**src/rtl/riscv_pkg.sv**
```systemverilog
// Shared RV32I pipeline constants: ALU op codes, branch funct3 codes, forward selects.
package riscv_pkg;

  localparam int unsigned ALU_OP_W = 4;
  localparam int unsigned FUNCT3_W = 3;
  localparam int unsigned FWD_W    = 2;
  localparam int unsigned REG_W    = 5;
  localparam int unsigned SHAMT_W  = 5;

  localparam logic [ALU_OP_W-1:0] ALU_ADD   = 4'd0;
  localparam logic [ALU_OP_W-1:0] ALU_SUB   = 4'd1;
  localparam logic [ALU_OP_W-1:0] ALU_SLL   = 4'd2;
  localparam logic [ALU_OP_W-1:0] ALU_SLT   = 4'd3;
  localparam logic [ALU_OP_W-1:0] ALU_SLTU  = 4'd4;
  localparam logic [ALU_OP_W-1:0] ALU_XOR   = 4'd5;
  localparam logic [ALU_OP_W-1:0] ALU_SRL   = 4'd6;
  localparam logic [ALU_OP_W-1:0] ALU_SRA   = 4'd7;
  localparam logic [ALU_OP_W-1:0] ALU_OR    = 4'd8;
  localparam logic [ALU_OP_W-1:0] ALU_AND   = 4'd9;
  localparam logic [ALU_OP_W-1:0] ALU_PASSB = 4'd10;
  localparam logic [ALU_OP_W-1:0] ALU_PCADD = 4'd11;

  localparam logic [FUNCT3_W-1:0] F3_BEQ  = 3'b000;
  localparam logic [FUNCT3_W-1:0] F3_BNE  = 3'b001;
  localparam logic [FUNCT3_W-1:0] F3_BLT  = 3'b100;
  localparam logic [FUNCT3_W-1:0] F3_BGE  = 3'b101;
  localparam logic [FUNCT3_W-1:0] F3_BLTU = 3'b110;
  localparam logic [FUNCT3_W-1:0] F3_BGEU = 3'b111;

  localparam logic [FWD_W-1:0] FWD_IDEX  = 2'b00;
  localparam logic [FWD_W-1:0] FWD_MEMWB = 2'b01;
  localparam logic [FWD_W-1:0] FWD_EXMEM = 2'b10;

endpackage

```
**src/rtl/alu.sv**
```systemverilog
// Combinational RV32I ALU; unused op codes yield zero.
module alu
  import riscv_pkg::*;
#(
  parameter int unsigned XLEN = 32
) (
  input  logic [ALU_OP_W-1:0] op,
  input  logic [XLEN-1:0]     a,
  input  logic [XLEN-1:0]     b,
  input  logic [XLEN-1:0]     pc,
  output logic [XLEN-1:0]     result
);

  logic [SHAMT_W-1:0] shamt;

  assign shamt = b[SHAMT_W-1:0];

  always_comb begin
    result = '0;
    case (op)
      ALU_ADD:   result = a + b;
      ALU_SUB:   result = a - b;
      ALU_SLL:   result = a << shamt;
      ALU_SLT:   result = XLEN'($signed(a) < $signed(b));
      ALU_SLTU:  result = XLEN'(a < b);
      ALU_XOR:   result = a ^ b;
      ALU_SRL:   result = a >> shamt;
      ALU_SRA:   result = $unsigned($signed(a) >>> shamt);
      ALU_OR:    result = a | b;
      ALU_AND:   result = a & b;
      ALU_PASSB: result = b;
      ALU_PCADD: result = pc + b;
      default:   result = '0;
    endcase
  end

endmodule

```
**src/rtl/ex_stage.sv**
```systemverilog
// RV32I execute stage: operand forwarding, ALU, branch/jump redirect and the EX/MEM register.
module ex_stage
  import riscv_pkg::*;
#(
  parameter int unsigned XLEN = 32
) (
  input  logic                clk,
  input  logic                rst,
  input  logic                stall,
  input  logic                flush,
  input  logic                idex_valid,
  input  logic [XLEN-1:0]     idex_pc,
  input  logic [XLEN-1:0]     idex_rs1_data,
  input  logic [XLEN-1:0]     idex_rs2_data,
  input  logic [XLEN-1:0]     idex_imm,
  input  logic [REG_W-1:0]    idex_rd,
  input  logic [ALU_OP_W-1:0] idex_alu_op,
  input  logic                idex_alusrc,
  input  logic                idex_regwr,
  input  logic                idex_memrd,
  input  logic                idex_memwr,
  input  logic                idex_memtoreg,
  input  logic [FUNCT3_W-1:0] idex_funct3,
  input  logic                idex_branch,
  input  logic                idex_jal,
  input  logic                idex_jalr,
  input  logic [FWD_W-1:0]    forwardA,
  input  logic [FWD_W-1:0]    forwardB,
  input  logic [XLEN-1:0]     memwb_wr_data,
  output logic                exmem_valid,
  output logic [XLEN-1:0]     exmem_alu_result,
  output logic [XLEN-1:0]     exmem_store_data,
  output logic [REG_W-1:0]    exmem_rd,
  output logic                exmem_regwr,
  output logic                exmem_memrd,
  output logic                exmem_memwr,
  output logic                exmem_memtoreg,
  output logic [FUNCT3_W-1:0] exmem_funct3,
  output logic                redirect_valid,
  output logic [XLEN-1:0]     redirect_pc
);

  logic [XLEN-1:0] fwd_rs1;
  logic [XLEN-1:0] fwd_rs2;
  logic [XLEN-1:0] op_b;
  logic [XLEN-1:0] alu_out;
  logic [XLEN-1:0] jalr_sum;
  logic [XLEN-1:0] ex_result;
  logic            taken;
  logic            is_jump;

  // Operand forwarding; code 11 falls back to the ID/EX value
  always_comb begin
    fwd_rs1 = idex_rs1_data;
    case (forwardA)
      FWD_EXMEM: fwd_rs1 = exmem_alu_result;
      FWD_MEMWB: fwd_rs1 = memwb_wr_data;
      default:   fwd_rs1 = idex_rs1_data;
    endcase
  end

  always_comb begin
    fwd_rs2 = idex_rs2_data;
    case (forwardB)
      FWD_EXMEM: fwd_rs2 = exmem_alu_result;
      FWD_MEMWB: fwd_rs2 = memwb_wr_data;
      default:   fwd_rs2 = idex_rs2_data;
    endcase
  end

  assign op_b = idex_alusrc ? idex_imm : fwd_rs2;

  alu #(.XLEN(XLEN)) u_alu (
    .op     (idex_alu_op),
    .a      (fwd_rs1),
    .b      (op_b),
    .pc     (idex_pc),
    .result (alu_out)
  );

  // Branch condition; funct3 010/011 never take
  always_comb begin
    taken = 1'b0;
    case (idex_funct3)
      F3_BEQ:  taken = (fwd_rs1 == fwd_rs2);
      F3_BNE:  taken = (fwd_rs1 != fwd_rs2);
      F3_BLT:  taken = ($signed(fwd_rs1) < $signed(fwd_rs2));
      F3_BGE:  taken = ($signed(fwd_rs1) >= $signed(fwd_rs2));
      F3_BLTU: taken = (fwd_rs1 < fwd_rs2);
      F3_BGEU: taken = (fwd_rs1 >= fwd_rs2);
      default: taken = 1'b0;
    endcase
  end

  assign is_jump        = idex_jal | idex_jalr;
  assign jalr_sum       = fwd_rs1 + idex_imm;
  assign redirect_pc    = idex_jalr ? {jalr_sum[XLEN-1:1], 1'b0} : (idex_pc + idex_imm);
  assign redirect_valid = idex_valid & ~stall & ~rst & (is_jump | (idex_branch & taken));
  assign ex_result      = is_jump ? (idex_pc + XLEN'(4)) : alu_out;

  // EX/MEM register: reset > flush > stall > load; invalid loads become bubbles
  always_ff @(posedge clk) begin
    if (rst || flush || (!stall && !idex_valid)) begin
      exmem_valid      <= 1'b0;
      exmem_alu_result <= '0;
      exmem_store_data <= '0;
      exmem_rd         <= '0;
      exmem_regwr      <= 1'b0;
      exmem_memrd      <= 1'b0;
      exmem_memwr      <= 1'b0;
      exmem_memtoreg   <= 1'b0;
      exmem_funct3     <= '0;
    end else if (!stall) begin
      exmem_valid      <= 1'b1;
      exmem_alu_result <= ex_result;
      exmem_store_data <= fwd_rs2;
      exmem_rd         <= idex_rd;
      exmem_regwr      <= idex_regwr;
      exmem_memrd      <= idex_memrd;
      exmem_memwr      <= idex_memwr;
      exmem_memtoreg   <= idex_memtoreg;
      exmem_funct3     <= idex_funct3;
    end
  end

endmodule

```
**config.mk**
```make
export PLATFORM = sky130hd
export DESIGN_NAME = ex_stage
export DESIGN_NICKNAME = d
export VERILOG_FILES = /design/src/rtl/riscv_pkg.sv /design/src/rtl/alu.sv /design/src/rtl/ex_stage.sv
export SDC_FILE = /design/constraint.sdc
export NUM_CORES = 1
export LEC_CHECK = 0
export ABC_AREA = 1
export BUFFER_PORTS_ARGS = -buffer_cell sky130_fd_sc_hd__buf_2
export CAP_MARGIN = 25
export CORE_UTILIZATION = 35
export DETAILED_ROUTE_END_ITERATION = 10
export GPL_ROUTABILITY_DRIVEN = 0
export GPL_TIMING_DRIVEN = 0
export PLACE_DENSITY = 0.53
export SLEW_MARGIN = 20
export SYNTH_ARGS = -nofsm -noshare
export SYNTH_HDL_FRONTEND = slang
export SYNTH_HIERARCHICAL = 1
export SYNTH_SLANG_ARGS = --single-unit
```
**constraint.sdc**
```tcl
create_clock -name clk -period 6.1 [get_ports clk]
set_input_delay 0.61 -clock clk [delete_from_list [all_inputs] [get_ports clk]]
set_output_delay 0.61 -clock clk [all_outputs]
set_load 0.01 [all_outputs]
```
== Word-level counts from Yosys, hierarchy flattened ==
Cells that the tools add are included.

* Flip-flop bits (word level): 77
* Output and inout port bits: 110
* Logic and storage cells: 71

* Bitwise gates (word level): 11
* Shifts and indexed selects: 3
* $add $sub $neg: 6
* Mux-type cells: 7
* Eq/ne operators: 22
* Reduce and logical (&&, ||, !) cells: 7
* Order comparisons: 6

{| class="wikitable"
|+ Operators with widths
! operator !! number
|-
| $pmux W32 S12 || 1
|-
| $add A32 B32 Y32 || 4
|-
| $lt A32 B32 Y1 || 4
|-
| $pmux W32 S2 || 2
|-
| $mux W32 || 3
|-
| $ge A32 B32 Y1 || 2
|-
| $add A32 B3 Y32 const B || 1
|-
| $and A32 B32 Y32 || 1
|-
| $eq A32 B32 Y1 || 1
|-
| $ne A32 B32 Y1 || 1
|-
| $or A32 B32 Y32 || 1
|-
| $shl A32 B5 Y32 || 1
|-
| $shr A32 B5 Y32 || 1
|-
| $sshr A32 B5 Y32 || 1
|-
| $sub A32 B32 Y32 || 1
|-
| $xor A32 B32 Y32 || 1
|-
| $eq A4 B3 Y1 const B || 4
|-
| $eq A4 B4 Y1 const B || 4
|-
| $eq A3 B3 Y1 const B || 4
|-
| $eq A4 B2 Y1 const B || 2
|-
| $pmux W1 S6 || 1
|-
| $and A1 B1 Y1 || 4
|-
| $eq A2 B1 Y1 const B || 2
|-
| $eq A2 B2 Y1 const B || 2
|-
| other kinds (9) || 13
|}

== Depth between registers and ports, before layout ==
* Depth after elaboration: 7
* Gate-level depth with buffers: 29
* Mapped depth without buffers: 26

== Cells and area by module ==
Netlist, hierarchy kept.

{| class="wikitable"
|+ Modules (own cells, without submodules)
! module !! times used !! area each (um2) !! seq. area each (um2) !! cells an instance
|-
| alu || 1 || 10,959.3 || 0.0 || 2,271
|-
| ex_stage || 1 || 9,880.7 || 1,541.5 || 1,624
|}

== Least setup slack after synthesis ==
No wires, ideal clock.

* Path kind: input-to-reg
* Start: input port forwardB[0]
* End: register exmem_alu_result[0]
* Data required time: 5,984 ps
* Arrival: 4,443 ps
* Setup slack: 1,541 ps
* Stages on the path: 27
* Setup time: 116 ps
* Buffers on the path: 6
* Cells stage by stage: inv_1 ha_1 clkbuf_1 inv_2 clkbuf_1 clkbuf_1 o21ai_0 o21ai_0 clkbuf_1 inv_1 buf_2 buf_1 ha_1 nor2_1 nand2_1 o21ai_0 nand2_1 nand2_1 nand2_1 nand2_1 nand2_1 nand3_1 nand2_1 nand2_1 nand3_1 o211ai_1 inv_1

* Longest elaborated chain between the ends: 6
* Elaborated cells between the ends (all ways): 17
* Those cells by class: add/sub: 3; order compare: 2; eq/ne: 2; shift: 3; mux: 4; bitwise: 3

{| class="wikitable"
|+ RTL lines
! item !! line !! text
|-
| start: declaration || ex_stage.sv:28 || <nowiki>input logic [FWD_W-1:0] forwardB,</nowiki>
|-
| $eq A2 B1 Y1 or $eq A2 B2 Y1 (tied branches) || ex_stage.sv:64 || <nowiki>case (forwardB)</nowiki>
|-
| $pmux W32 S2 (*) || ex_stage.sv:64 ||
|-
| $mux W32 (*) || ex_stage.sv:71 || <nowiki>assign op_b = idex_alusrc ? idex_imm : fwd_rs2;</nowiki>
|-
| via op_b[4] || ex_stage.sv:45 || <nowiki>logic [XLEN-1:0] op_b;</nowiki>
|-
| $lt A32 B32 Y1 (tied with other cells) || alu.sv:25 || <nowiki>ALU_SLTU: result = XLEN'(a < b);</nowiki>
|-
| $pmux W32 S12 (*) || alu.sv:20 || <nowiki>case (op)</nowiki>
|-
| via alu_out[0] || ex_stage.sv:46 || <nowiki>logic [XLEN-1:0] alu_out;</nowiki>
|-
| $mux W32 (*) || ex_stage.sv:99 || <nowiki>assign ex_result = is_jump ? (idex_pc + XLEN'(4)) : alu_out;</nowiki>
|-
| end signal: assignment || ex_stage.sv:115 || <nowiki>exmem_alu_result <= ex_result;</nowiki>
|-
| end: declaration || ex_stage.sv:31 || <nowiki>output logic [XLEN-1:0] exmem_alu_result,</nowiki>
|}

Mark *: on every way through the listed nets, which the timed path passes. The rest lies on a longest branch.
A chain may end at the register's enable or synchronous reset.

== Worst setup path in the final report ==
* Start: input port forwardB[0]
* End: register exmem_alu_result[10]

* Longest elaborated chain between the ends: 6
* Elaborated cells between the ends (all ways): 15
* Those cells by class: add/sub: 3; eq/ne: 2; shift: 3; mux: 4; bitwise: 3

{| class="wikitable"
|+ RTL lines
! item !! line !! text
|-
| $eq A2 B1 Y1 or $eq A2 B2 Y1 (tied branches) || ex_stage.sv:64 ||
|-
| $pmux W32 S2 (*) || ex_stage.sv:64 ||
|-
| $mux W32 (*) || ex_stage.sv:71 ||
|-
| via op_b[3] || ex_stage.sv:45 ||
|-
| $add A32 B32 Y32 (tied with other cells) || alu.sv:32 || <nowiki>ALU_PCADD: result = pc + b;</nowiki>
|-
| $pmux W32 S12 (*) || alu.sv:20 ||
|-
| via alu_out[10] || ex_stage.sv:46 ||
|-
| $mux W32 (*) || ex_stage.sv:99 ||
|}

Marks and branches as above.

==> qor.csv <==
stage;metric;value;unit
run_status;status;complete, no violations;
detailed_routing;DR DRC count;0;
pwr;sw power;2850;uW
pwr;Comb pwr share;76.4;%
sta;worst slew pin tran;1.24;ns
sta;Layout Skew;0.0151;ns
clock_network;worst skew pair latency;0.36;ns
global_route;global routing usage on met3;9.51;%
critical_path;Critical Path Sink Type;flip-flop;
floorplan;Rows;89;
min_path;Worst Hold Launch;exmem_memrd$_SDFFE_PP0N_;
critical_path;CP Data Required Time;6.37;ns
sta;pins over their slew limit;0;
global_route;GR Overflow Total;0;
floorplan;IO Pins;299;
logic_synthesis;ys async rst share;0;%
clock_network;CTS Buf Count;9;
clock_network;Post-CTS Hold Buffers;0;
critical_path;crit-path max FO;11;
detailed_routing;detailed-route via count;29771;
global_route;GRT Total Usage;40.3;%
logic_synthesis;Top FF cell, synth;dfxtp_1;
detailed_routing;WL per Instance;25.5;um
detailed_routing;DR pass1 iterations;7;
logic_synthesis;number of flops mapped to enable cells by yosys;0;
min_path;WHS Path Cells;2;
pwr;Max VDD drop;150;uV
sta;Final period util;98.2;%
critical_path;Reg2Reg Launch Point;exmem_alu_result[2]$_SDFFE_PP0N_;
detailed_routing;DR iter-0 viols;4206;
finish;Fill cells;6795;
finish;fin cells;4990;
clock_network;H-tree levels;3;
global_route;first-pass GRT wire length;178000;um
critical_path;reg2reg setup slack;1.17;ns
global_route;met1 usage;51.5;%
global_route;vias in the first global route;26403;
clock_network;Clk pin slew, worst setup/hold paths;0.08;ns
run;Max-Cap Viols;0;
floorplan;die footprint;60500;um^2
sta;Hold Fails Final Rpt;0;
pwr;leak pwr;0.0125;uW
clock_network;Max clock buf depth;2;
critical_path;RR Endpoint;exmem_alu_result[10]$_SDFFE_PP0N_;
global_route;met2 GRT Util;59.6;%
critical_path;critical path class;primary input to flip-flop;
logic_synthesis;register area share after synthesis;7.40;%
pwr;Power Dens Cells;197;nW/um^2
finish;Layout area overhead;13.5;%
floorplan;die span in x;246;um
pwr;clock share of power;11.9;%
sta;setup violators final;0;
sta;worst hold slack;0.468;ns
critical_path;Worst setup SP type;primary input;
finish;share of layout cells above drive strength 1;9.82;%
logic_synthesis;synthesized area;20800;um^2
global_route;pin count of the biggest net entering global routing;21;
sta;highest clock rate;167;MHz
finish;Final nets;4634;
floorplan;core footprint;58900;um^2
logic_synthesis;instance count of the mapped netlist;3895;
clock_network;clock sink total;77;
detailed_routing;mean number of vias per cell;5.97;
critical_path;worst endpoint data arrival time;6.26;ns
logic_synthesis;#FFs+latches synth;77;
global_route;Most Crowded Layer GR;met2;
placement;placed instance count;4971;
sta;RSZ-0062 raised after global routing;false;
critical_path;FF-to-FF path depth;22;
logic_synthesis;syn_area_per_cell;5.35;um^2
sta;Rel. slew slack;16.7;%
min_path;Hold Crit Class;flip-flop to flip-flop;
placement;DP HPWL;104000;um
clock_network;Root Driver;clkbuf_16;
pwr;switching share of total power;61.4;%
min_path;Hold Crit Endpoint;exmem_memrd$_SDFFE_PP0N_;
floorplan;die height;246;um
global_route;initial antenna violation count;5;
logic_synthesis;Synth cell types;57;
detailed_routing;DRT Wirelength;127000;um
pwr;Seq pwr share;11.7;%
placement;PortBufs;296;
detailed_routing;Antenna Nets Post-Route;0;
logic_synthesis;Synth warnings;6;
clock_network;post-CTS setup buffer count;0;
logic_synthesis;syn nets;4319;
pwr;Power Internal;1800;uW
sta;post-layout minimum cycle time;5.99;ns
clock_network;CTS tree;built;
floorplan;Initial Util;35.4;%
==> layout by cell type, fill, tap and decap left out, drive strengths merged, types with 2 or more instances in the layout <==
cell,n
a211oi,3
a21boi,9
a21o,19
a21oi,263
a221o,38
a221oi,7
a31oi,21
and2,11
and3,2
buf,359
clkbuf,102
clkinvlp,2
dfxtp,77
diode,2
fa,4
ha,231
inv,508
nand2,1131
nand3,455
nand3b,18
nand4,47
nor2,343
nor3,48
nor4,7
o2111ai,4
o211ai,33
o21a,6
o21ai,351
o21bai,23
o221ai,14
o22ai,20
o31ai,2
or2,15
xnor2,13
xor2,23
==> worst max-delay path: stages <==
cell and delay [ns]:
buf_2 0.12, inv_1 0.05, ha_1 0.26, clkbuf_1 0.40, inv_2 0.06, clkbuf_1 0.28, clkbuf_2 0.29, o21ai_1 0.47
o21ai_2 0.24, buf_2 0.28, inv_1 0.11, buf_2 0.23, buf_1 0.56, ha_1 0.35, inv_1 0.08, nand2_1 0.09
nand3_1 0.08, nand2_1 0.21, nand2_1 0.12, nand2_1 0.14, o21ai_0 0.09, o21ai_0 0.45, nor2_1 0.10, nand2_1 0.18
a21oi_1 0.10, a221oi_1 0.29
==> worst max-delay path by stage <==
stage	start	endpoint	slack (ns)	depth (start not counted)
global placement	forwardB[0]	exmem_alu_result[0]$_SDFFE_PP0N_	-1.02	28
floorplan	forwardB[0]	exmem_alu_result[0]$_SDFFE_PP0N_	1.54	27
global route	forwardB[0]	exmem_alu_result[10]$_SDFFE_PP0N_	0.01	24
CTS	forwardB[0]	exmem_alu_result[10]$_SDFFE_PP0N_	0.002	27
detailed placement	forwardB[0]	exmem_alu_result[0]$_SDFFE_PP0N_	-1.06	28
finish	forwardB[0]	exmem_alu_result[10]$_SDFFE_PP0N_	0.11	26
==> sequential cells by signal, indices dropped and copies added, names as in the netlist <==
signal and count:
exmem_alu_result 32, exmem_store_data 32, exmem_rd 5, exmem_funct3 3, exmem_memrd 1, exmem_memtoreg 1, exmem_memwr 1, exmem_regwr 1
exmem_valid 1
==> cells in the mapped netlist, types with 6 or more instances <==
master | number | area [um^2]
nand3_1 | 453 | 2270
a221oi_1 | 7 | 61.3
o21ai_0 | 330 | 1650
clkbuf_1 | 90 | 338
or2_2 | 10 | 62.6
nand2_1 | 1128 | 4230
a21o_1 | 19 | 143
nor4_1 | 7 | 43.8
buf_4 | 7 | 52.6
o21a_1 | 6 | 45.0
inv_2 | 10 | 37.5
xnor2_1 | 13 | 114
o211ai_1 | 33 | 248
a221o_1 | 38 | 380
nand3b_1 | 18 | 135
ha_1 | 231 | 2890
a21boi_0 | 8 | 60.1
xor2_1 | 23 | 201
nand4_1 | 45 | 282
buf_2 | 38 | 190
and2_1 | 11 | 68.8
a21oi_1 | 261 | 1310
buf_1 | 13 | 48.8
o21bai_1 | 20 | 150
nor2_1 | 337 | 1260
a31oi_1 | 21 | 131
o22ai_1 | 20 | 125
o221ai_1 | 14 | 123
o21ai_1 | 21 | 105
inv_1 | 493 | 1850
nor3_1 | 46 | 230
dfxtp_1 | 77 | 1540
==> stage by stage <==
stage                     setup TNS, ns  util [%]  cell area, um^2  setup WS (ns)  power, uW
after floorplan                       0         -            20800           1.54       2650
after global placement           -18.04      39.5            23300          -1.02       3910
after detailed placement         -19.29      39.6            23300          -1.06       3900
after CTS                             0      40.1            23600        0.00174       4460
after global routing                  0      40.1            23600         0.0107       4890
final                                 0      40.1            23700          0.111       4650
==> kinds of logic (layout without fill, tap and decap cells) <==
group | count (synthesis) | after routing | synth area share, %
and+or+nand+nor | 2079 | 2079 | 42.2
other | 0 | 2 | 0
adders and majority gates | 235 | 235 | 14.3
AOI/OAI and AO/OA | 816 | 816 | 22.5
DFF | 77 | 77 | 7.40
buffers and inverters | 652 | 972 | 12.1
xor gates and xnor gates | 36 | 36 | 1.51
==> power by group through the flow <==
stage	logic [uW]	clock network, uW	registers [uW]
2_1_floorplan	2100	0	552
3_3_place_gp	3350	0	553
3_5_place_dp	3350	0	552
4_1_cts	3370	549	541
5_1_grt	3780	566	543
6_report	3550	553	543
==> layout make-up <==
| cell class | instances | area [um^2] | share of cell area (%) |
|---|---|---|---|
| Sequential cell | 77 | 1540 | 6.52 |
| Buffer | 147 | 631 | 2.67 |
| Inverter | 504 | 1890 | 8.00 |
| Tap cell | 773 | 967 | 4.09 |
| Antenna cell | 2 | 5.00 | 0.0212 |
| Timing Repair Buffer | 305 | 1530 | 6.49 |
| Clock inverter | 7 | 61.3 | 0.259 |
| Multi-Input combinational cell | 3166 | 16800 | 71.0 |
| Clock buffer | 9 | 225 | 0.952 |
==> what timing repair did <==
| action | in CTS | in global routing |
|---|---|---|
| endpoints found under the setup margin | 28 | 28 |
| cloned | 0 | 0 |
| gates resized for setup | 6 | 10 |
==> routing by layer <==
layer,wire length (um),vias to the layer above
li1,-,13614
met1,48300,13494
met2,51600,2161
met3,16400,496
met4,10700,6
met5,46,-
Note: power is estimated with default switching activity, not from simulation.
